===== src/rtl/proc_clk_pkg.sv =====
// Shared types and helpers for the processor phase generator.
// Phase indices are derived from DIV in each user.
package proc_clk_pkg;

  typedef enum logic [1:0] {
    HOLD,
    RUN,
    HALTED,
    STEP
  } state_e;

  localparam int DIV_DEF   = 4;
  localparam int PH_FETCH  = 0;
  localparam int PH_MEM    = DIV_DEF / 2;
  localparam int PH_COMMIT = DIV_DEF - 1;

  function automatic int clog2(input int n);
    int r;
    r = 0;
    for (int i = 0; i < 32; i++)
      if ((1 << r) < n) r++;
    return (r < 1) ? 1 : r;
  endfunction

  function automatic int ph_mem(input int div);
    return div / 2;
  endfunction

  function automatic int ph_commit(input int div);
    return div - 1;
  endfunction

endpackage


===== src/rtl/proc_phase_gen_phase_counter.sv =====
// Mod-DIV phase counter with enable, clear and wrap flag.
// Also exposes the next phase for registered consumers.
module phase_counter
  import proc_clk_pkg::*;
#(
  parameter int DIV = 4,
  localparam int PW = clog2(DIV)
) (
  input  logic          clk,
  input  logic          reset,
  input  logic          en_i,
  input  logic          clr_i,
  output logic [PW-1:0] phase_o,
  output logic [PW-1:0] phase_d_o,
  output logic          wrap_o
);

  localparam logic [PW-1:0] LAST = PW'(DIV - 1);

  logic [PW-1:0] phase_q;
  logic [PW-1:0] phase_d;

  assign wrap_o = en_i & (phase_q == LAST);

  always_comb begin
    phase_d = phase_q;
    if (clr_i)
      phase_d = '0;
    else if (wrap_o)
      phase_d = '0;
    else if (en_i)
      phase_d = phase_q + PW'(1);
  end

  always_ff @(posedge clk or posedge reset) begin
    if (reset) phase_q <= '0;
    else       phase_q <= phase_d;
  end

  assign phase_o   = phase_q;
  assign phase_d_o = phase_d;

endmodule


===== src/rtl/proc_phase_gen.sv =====
// Phase strobes, divided clock and reset/halt/step sequencing.
// Optional cycle counter: PHASE_GEN_CYCLE_COUNT_EN.
module proc_phase_gen
  import proc_clk_pkg::*;
#(
  parameter int DIV      = 4,
  parameter int RST_HOLD = 2,
  parameter int CNT_W    = 32
) (
  input  logic                   clk,
  input  logic                   reset,
  input  logic                   halt_req,
  input  logic                   step_req,
  output logic                   proc_rst,
  output logic                   halted,
  output logic [clog2(DIV)-1:0]  phase,
  output logic                   imem_en,
  output logic                   dmem_en,
  output logic                   proc_en,
  output logic                   clk_slow,
  output logic [CNT_W-1:0]       cyc_count
);

  localparam int PW = clog2(DIV);
  localparam int HW = clog2(RST_HOLD);
  localparam logic [HW-1:0] HOLD_LAST = HW'(RST_HOLD - 1);

  if (DIV < 2 || (DIV % 2) != 0) begin : g_bad_div
    $error("proc_phase_gen: DIV must be even and >= 2");
  end
  if (RST_HOLD < 1) begin : g_bad_hold
    $error("proc_phase_gen: RST_HOLD must be >= 1");
  end

  state_e        state_q, state_d;
  logic [HW-1:0] hold_q, hold_d;
  logic          slow_q, slow_d;
  logic [PW-1:0] phase_d;
  logic          wrap;
  logic          active_q, active_d;
  logic          run_q;

  assign active_q = (state_q != HALTED);
  assign active_d = (state_d != HALTED);
  assign run_q    = (state_q == RUN) || (state_q == STEP);

  phase_counter #(.DIV(DIV)) u_cnt (
    .clk       (clk),
    .reset     (reset),
    .en_i      (active_q),
    .clr_i     (state_q == HALTED),
    .phase_o   (phase),
    .phase_d_o (phase_d),
    .wrap_o    (wrap)
  );

  always_comb begin
    state_d = state_q;
    hold_d  = hold_q;
    unique case (state_q)
      HOLD: begin
        if (wrap) begin
          if (hold_q == HOLD_LAST) begin
            hold_d  = '0;
            state_d = halt_req ? HALTED : RUN;
          end else begin
            hold_d = hold_q + HW'(1);
          end
        end
      end
      RUN, STEP: begin
        if (wrap) state_d = halt_req ? HALTED : RUN;
      end
      HALTED: begin
        // Dropping halt wins over a concurrent step request
        if (!halt_req)     state_d = RUN;
        else if (step_req) state_d = STEP;
      end
      default: state_d = HOLD;
    endcase
  end

  assign slow_d = active_d & (phase_d < PW'(DIV / 2));

  always_ff @(posedge clk or posedge reset) begin
    if (reset) begin
      state_q <= HOLD;
      hold_q  <= '0;
      slow_q  <= 1'b0;
    end else begin
      state_q <= state_d;
      hold_q  <= hold_d;
      slow_q  <= slow_d;
    end
  end

  assign proc_rst = (state_q == HOLD);
  assign halted   = (state_q == HALTED);
  assign clk_slow = slow_q;
  assign imem_en  = run_q & (phase == PW'(PH_FETCH));
  assign dmem_en  = run_q & (phase == PW'(ph_mem(DIV)));
  assign proc_en  = run_q & (phase == PW'(ph_commit(DIV)));

`ifdef PHASE_GEN_CYCLE_COUNT_EN
  logic [CNT_W-1:0] cyc_q;

  always_ff @(posedge clk or posedge reset) begin
    if (reset)
      cyc_q <= '0;
    else if (proc_en && (cyc_q != '1))
      cyc_q <= cyc_q + CNT_W'(1);
  end

  assign cyc_count = cyc_q;
`else
  assign cyc_count = '0;
`endif

endmodule


===== config.mk =====
export PLATFORM = sky130hd
export DESIGN_NAME = proc_phase_gen
export DESIGN_NICKNAME = d
export VERILOG_FILES = /design/src/rtl/proc_clk_pkg.sv /design/src/rtl/proc_phase_gen_phase_counter.sv /design/src/rtl/proc_phase_gen.sv
export SDC_FILE = /design/constraint.sdc
export NUM_CORES = 1
export LEC_CHECK = 0
export BUFFER_PORTS_ARGS = -buffer_cell sky130_fd_sc_hd__clkbuf_2
export CAP_MARGIN = 20
export CORE_MARGIN = 8
export CORE_UTILIZATION = 30
export CTS_BUF_LIST = sky130_fd_sc_hd__clkbuf_8
export DETAILED_ROUTE_END_ITERATION = 16
export PLACE_DENSITY_LB_ADDON = 0.12
export REMOVE_ABC_BUFFERS = 1
export SYNTH_ARGS = -nofsm -noshare
export SYNTH_HDL_FRONTEND = slang
export SYNTH_SLANG_ARGS = --single-unit

===== constraint.sdc =====
create_clock -name clk -period 1.36 [get_ports clk]
set_input_delay 0.068 -clock clk [delete_from_list [all_inputs] [get_ports clk]]
set_output_delay 0.068 -clock clk [all_outputs]
set_load 0.01 [all_outputs]

[Yosys cells after proc, flatten, opt, wreduce, memory -nomap -nowiden]
Cells that the tools add are included.
Word-level totals
  register bits: 6
  output and inout bits: 40
  word-level logic and storage cells: 35
Operators by class
  add/subtract/negate cells: 2
  magnitude comparators: 1
  equality and inequality tests: 7
  multiplexer cells: 11
  bitwise operators: 5
  reductions and logical operators: 5
Operator list (number)
  2-to-1 mux 2 bit: 9
  equality test 2 bit, second input constant: 4
  case mux 2 bit (3 select lines): 1
  bitwise AND 1 bit: 5
  zero test 2 bit: 2
  != test 2 bit, second input constant: 2
  adder 2 x 1 -> 2 bit, second input constant: 1
  equality test 2 x 1 -> 1 bit, second input constant: 1
  < comparator 2 bit, second input constant: 1
  AND reduction 2 bit: 1
  OR reduction 2 bit: 1
  adder 1 bit, second input constant: 1
  logical OR 1 bit: 1
  2-to-1 mux 1 bit: 1

[Depth between registers and ports, before layout]
  word-level depth: 6
  gate-level depth with buffers: 4
  gate-level depth less buffers: 4

[By module]
Synthesis repeated with hierarchy kept, for this count alone.
Second synthesis, totals
  cells, all modules: 67
  area total of the unflattened synthesis: 576.8 µm²
By module, submodules not included
  proc_phase_gen: times used 1, cells an instance 57, area each 469.2 µm²
  phase_counter: times used 1, cells an instance 10, area each 107.6 µm²

[Worst setup path before layout]
Ideal clock, no wire load.
  path type: register -> register
  from: reg u_cnt.phase_q[0], in the netlist u_cnt.phase_o[0]
  to: reg slow_q, in the netlist clk_slow
  setup time: 131 ps
  arrival time: 1076 ps
  path slack: 153 ps
  stages on the path, launching flop included: 5
  buffers on the path: 0
  clock period less this slack: 1207 ps
  cell sequence: dfrtp_1 -> ha_1 -> nand2b_1 -> a22oi_2 -> a31oi_1
On the way
  longest elaborated chain between the ends: 6
Ends and longest elaborated chain
  start: declaration: RTL line proc_phase_gen_phase_counter.sv:20  | logic [PW-1:0] phase_q;
  start signal: assignment: RTL line proc_phase_gen_phase_counter.sv:37  | else phase_q <= phase_d;
  equality test 2 bit *: RTL line proc_phase_gen_phase_counter.sv:23  | assign wrap_o = en_i & (phase_q == LAST);
  bitwise AND 1 bit *: RTL line proc_phase_gen_phase_counter.sv:23
  2-to-1 mux 2 bit, on equally long branches: RTL line proc_phase_gen.sv:72, proc_phase_gen.sv:62
  case mux 2 bit (3 select lines) *: RTL line proc_phase_gen.sv:60  | unique case (state_q)
  via state_d[1]: RTL line proc_phase_gen.sv:35  | state_e state_q, state_d;
  != test 2 bit *: RTL line proc_phase_gen.sv:44  | assign active_d = (state_d != HALTED);
  bitwise AND 1 bit *: RTL line proc_phase_gen.sv:83  | assign slow_d = active_d & (phase_d < PW'(DIV / 2));
  via slow_d: RTL line proc_phase_gen.sv:37  | logic slow_q, slow_d;
  end signal: assignment: RTL line proc_phase_gen.sv:93  | slow_q <= slow_d;
  end: declaration: RTL line proc_phase_gen.sv:37
Mark *: on every way through the listed nets, which the timed path passes. The rest lies on a longest branch.
A chain may end at the register's enable or synchronous reset.

[Worst setup path in the final report]
  from: reg u_cnt.phase_q[0], in the netlist u_cnt.phase_o[0]
  to: out proc_en
On the way
  longest elaborated chain between the ends: 2
Ends and longest elaborated chain
  equality test 2 bit: RTL line proc_phase_gen.sv:102  | assign proc_en = run_q & (phase == PW'(ph_commit(DIV)));
  bitwise AND 1 bit: RTL line proc_phase_gen.sv:102
  end: declaration: RTL line proc_phase_gen.sv:19  | output logic proc_en,
Every way passes these cells.

==> out/results.ini <==
[status]
status = complete, no violations

[synth]
netlist_area_um2 = 568.0
synth-seq-cells = 6
ys_seq_area_share_pct = 26.43
syn_inst = 65
avgSynthCellArea_um2 = 8.739
yosys_warnings = 0
synth_cell_types = 19
yosys-top-cells-area = buf_4 (42%), dfrtp_1 (26%), ha_1 (6.6%)
synth_top_cell_area_share_pct = 42.29
yosys.area.top_type = buf_4

[worst_setup_path]
crit_arrival_ns = 1.17
cp_slowest_cell = dfrtp_1
worstPathRequired_ns = 1.29
worstSetupEndpointType = output pin
worstSetupStartpointType = register
worstPathCellList = ha_2, and2_2, clkbuf_2
critPathMaxStageDelay_ns = 0.40
critPathKind = register to output pin
cp_max_fo = 8

[floorplan]
start_util_pct = 32.54
pin_count = 44
core_um2 = 1745
row_count = 15
die_y_um = 59.52
dieArea_um2 = 3542
die-width_um = 59.52

[timing]
hold_violations = 0
tns_ns = 0
setup_viol = 0
max_freq_ghz = 0.8092
skew_ns = 0.001817
period_needed_ns = 1.236
rsz0062_at_grt = no
fin_crit_sh_pct = 90.87
drv_slew = 0

[grt]
grtUsageTotal_pct = 5.929
grt_max_degree = 10
first_global_vias = 359
overflow = 0
antenna_found_initial = 0
grt_pass1_wl_mm = 1.566

[place]
placed_cells = 100
gp_congestion = 0.6979
port_buffers = 11
hpwl_um = 907.1

[final_layout]
multi_input_area_um2 = 277.8
layoutNonFillerInstCount = 104
fill_cells = 192
n_antenna_cell = 0
final_cell_mix = conb_1 (32), clkbuf_2 (11), dfrtp_1 (6), inv_1 (5), clkbuf_8 (3)
layout_commonest_cell = conb_1
drive_gt1_share_pct = 22.78
regArea_um2 = 150.1
area_delta_synth_final_pct = 2.863
nets = 88

[cts]
cts.sinks = 6
cts_setup_buffers = 0
cts_tree = built
cts.clk_slew.worst_paths_ns = 0.04
htree_levels = 1
insertion_delay_ns = 0.22
cts_inserted_buffers = 3
clk_path_buf_depth = 2
ctsRootBufferMaster = clkbuf_8

[power_and_ir_drop]
p_leak_uw = 0.0003403
irDropWorstVdd_mv = 0.7144
p_per_area_nw_per_um2 = 1950

[min_path]
hold_path.class = primary input to register

[run]
drv_cap = 0

[route]
drc = 0
wire_per_inst_um = 10.27
drtAntennaViolNets = 0
vias = 343
drt_iter0_markers = 7
vias_per_cell = 3.298
drt_first_pass_iters = 4
drt_wl_total_mm = 1.068

==> cells by family (layout without fill, tap and decap cells) <==
group	after synthesis	count (layout)	synth area share [%]
XOR/XNOR	1	1	1.542
buffers and inverters	37	20	45.59
adder cells (fa/ha/maj)	3	3	6.609
other	1	32	0.6602
AND/OR/NAND/NOR	11	11	11.89
AO/OA/AOI/OAI	6	6	7.269
flip-flops	6	6	26.43
==> cell type report <==
cell class / count / share of cell area [%]
multi-input combinational: 53 / 47.54
tap: 25 / 5.353
inverter: 5 / 3.212
sequential: 6 / 25.70
clock buffer: 3 / 7.066
timing repair buffer: 12 / 11.13
==> timing repair <==
action / 4_1_cts / 5_1_grt
hold endpoints to repair: 6 / 0
setup endpoints to repair: 0 / 2
gates resized for setup: 0 / 1
hold buffers: 1 / 0
==> cells in the mapped netlist <==
| cell | number |
|---|---|
| inv_1 | 5 |
| buf_4 | 32 |
| xnor2_1 | 1 |
| a21oi_1 | 1 |
| nor3_1 | 1 |
| a31oi_1 | 1 |
| nor2_1 | 1 |
| conb_1 | 1 |
| nor3b_2 | 1 |
| and2_2 | 1 |
| ha_1 | 3 |
| nor2b_1 | 2 |
| o21ai_1 | 2 |
| nand2_1 | 2 |
| a21o_1 | 1 |
| dfrtp_1 | 6 |
| nand2b_1 | 1 |
| and2_1 | 2 |
| a22oi_2 | 1 |
==> routing by layer <==
metal  vias up  global-route usage (%)  wire [um]
met2        27                   9.707        458
li1        164                       -          -
met3         0                   4.121        165
met4         0                   3.061          0
met5         -                       0          0
met1       152                   5.392        445
==> power breakdown <==
| group | switching [uW] | leakage (uW) | internal [uW] |
|---|---|---|---|
| logic | 286 | 0.000249 | 230 |
| clock network | 76.3 | 0.0000216 | 190 |
| registers | 88.3 | 0.0000695 | 269 |
| total | 450 | 0.000340 | 689 |
==> worst paths after layout <==
kind | start | to | slack (ns) | cells past startpoint
max in group asynchronous | reset | state_q[0]$_DFF_PP0_ | 0.88 | 3
hold / removal | halt_req | state_q[1]$_DFF_PP0_ | 0.13 | 3
setup reg to reg | u_cnt.phase_o[1]$_DFF_PP0_ | clk_slow$_DFF_PP0_ | 0.16 | 4
setup / recovery | u_cnt.phase_o[0]$_DFFE_PP0P_ | proc_en | 0.12 | 3
hold reg to reg | hold_q$_DFFE_PP0P_ | hold_q$_DFFE_PP0P_ | 0.50 | 1
min in group asynchronous | reset | state_q[1]$_DFF_PP0_ | 0.29 | 3
==> worst max-delay path, delay by kind of cell (launching register included) <==
kind,cells,cell delay (ns)
adder cells (fa/ha/maj),1,0.25
buffers and inverters,1,0.12
flip-flops,1,0.40
AND/OR/NAND/NOR,1,0.18
==> through the flow <==
step / area (um^2) / hold slack, ns / power [uW] / setup slack (ns) / util [%]
floorplan: 444.2 / -0.1410 / 699.9 / 0.1528 / -
global placement: 530.5 / -0.02336 / 876.9 / 0.06369 / 30.39
detailed placement: 530.5 / -0.01930 / 878.8 / 0.07088 / 30.39
CTS: 581.8 / 0.1321 / 1156 / 0.01947 / 33.33
global route: 584.3 / 0.1475 / 1253 / 0.02027 / 33.48
finish: 584.3 / 0.1343 / 1139 / 0.1241 / 33.48
==> state kept, by name (all words and copies together), names as in the netlist <==
signal,cells
u_cnt.phase_o,2
hold_q,1
state_q,2
clk_slow,1
(Power assumes the default switching activity.)
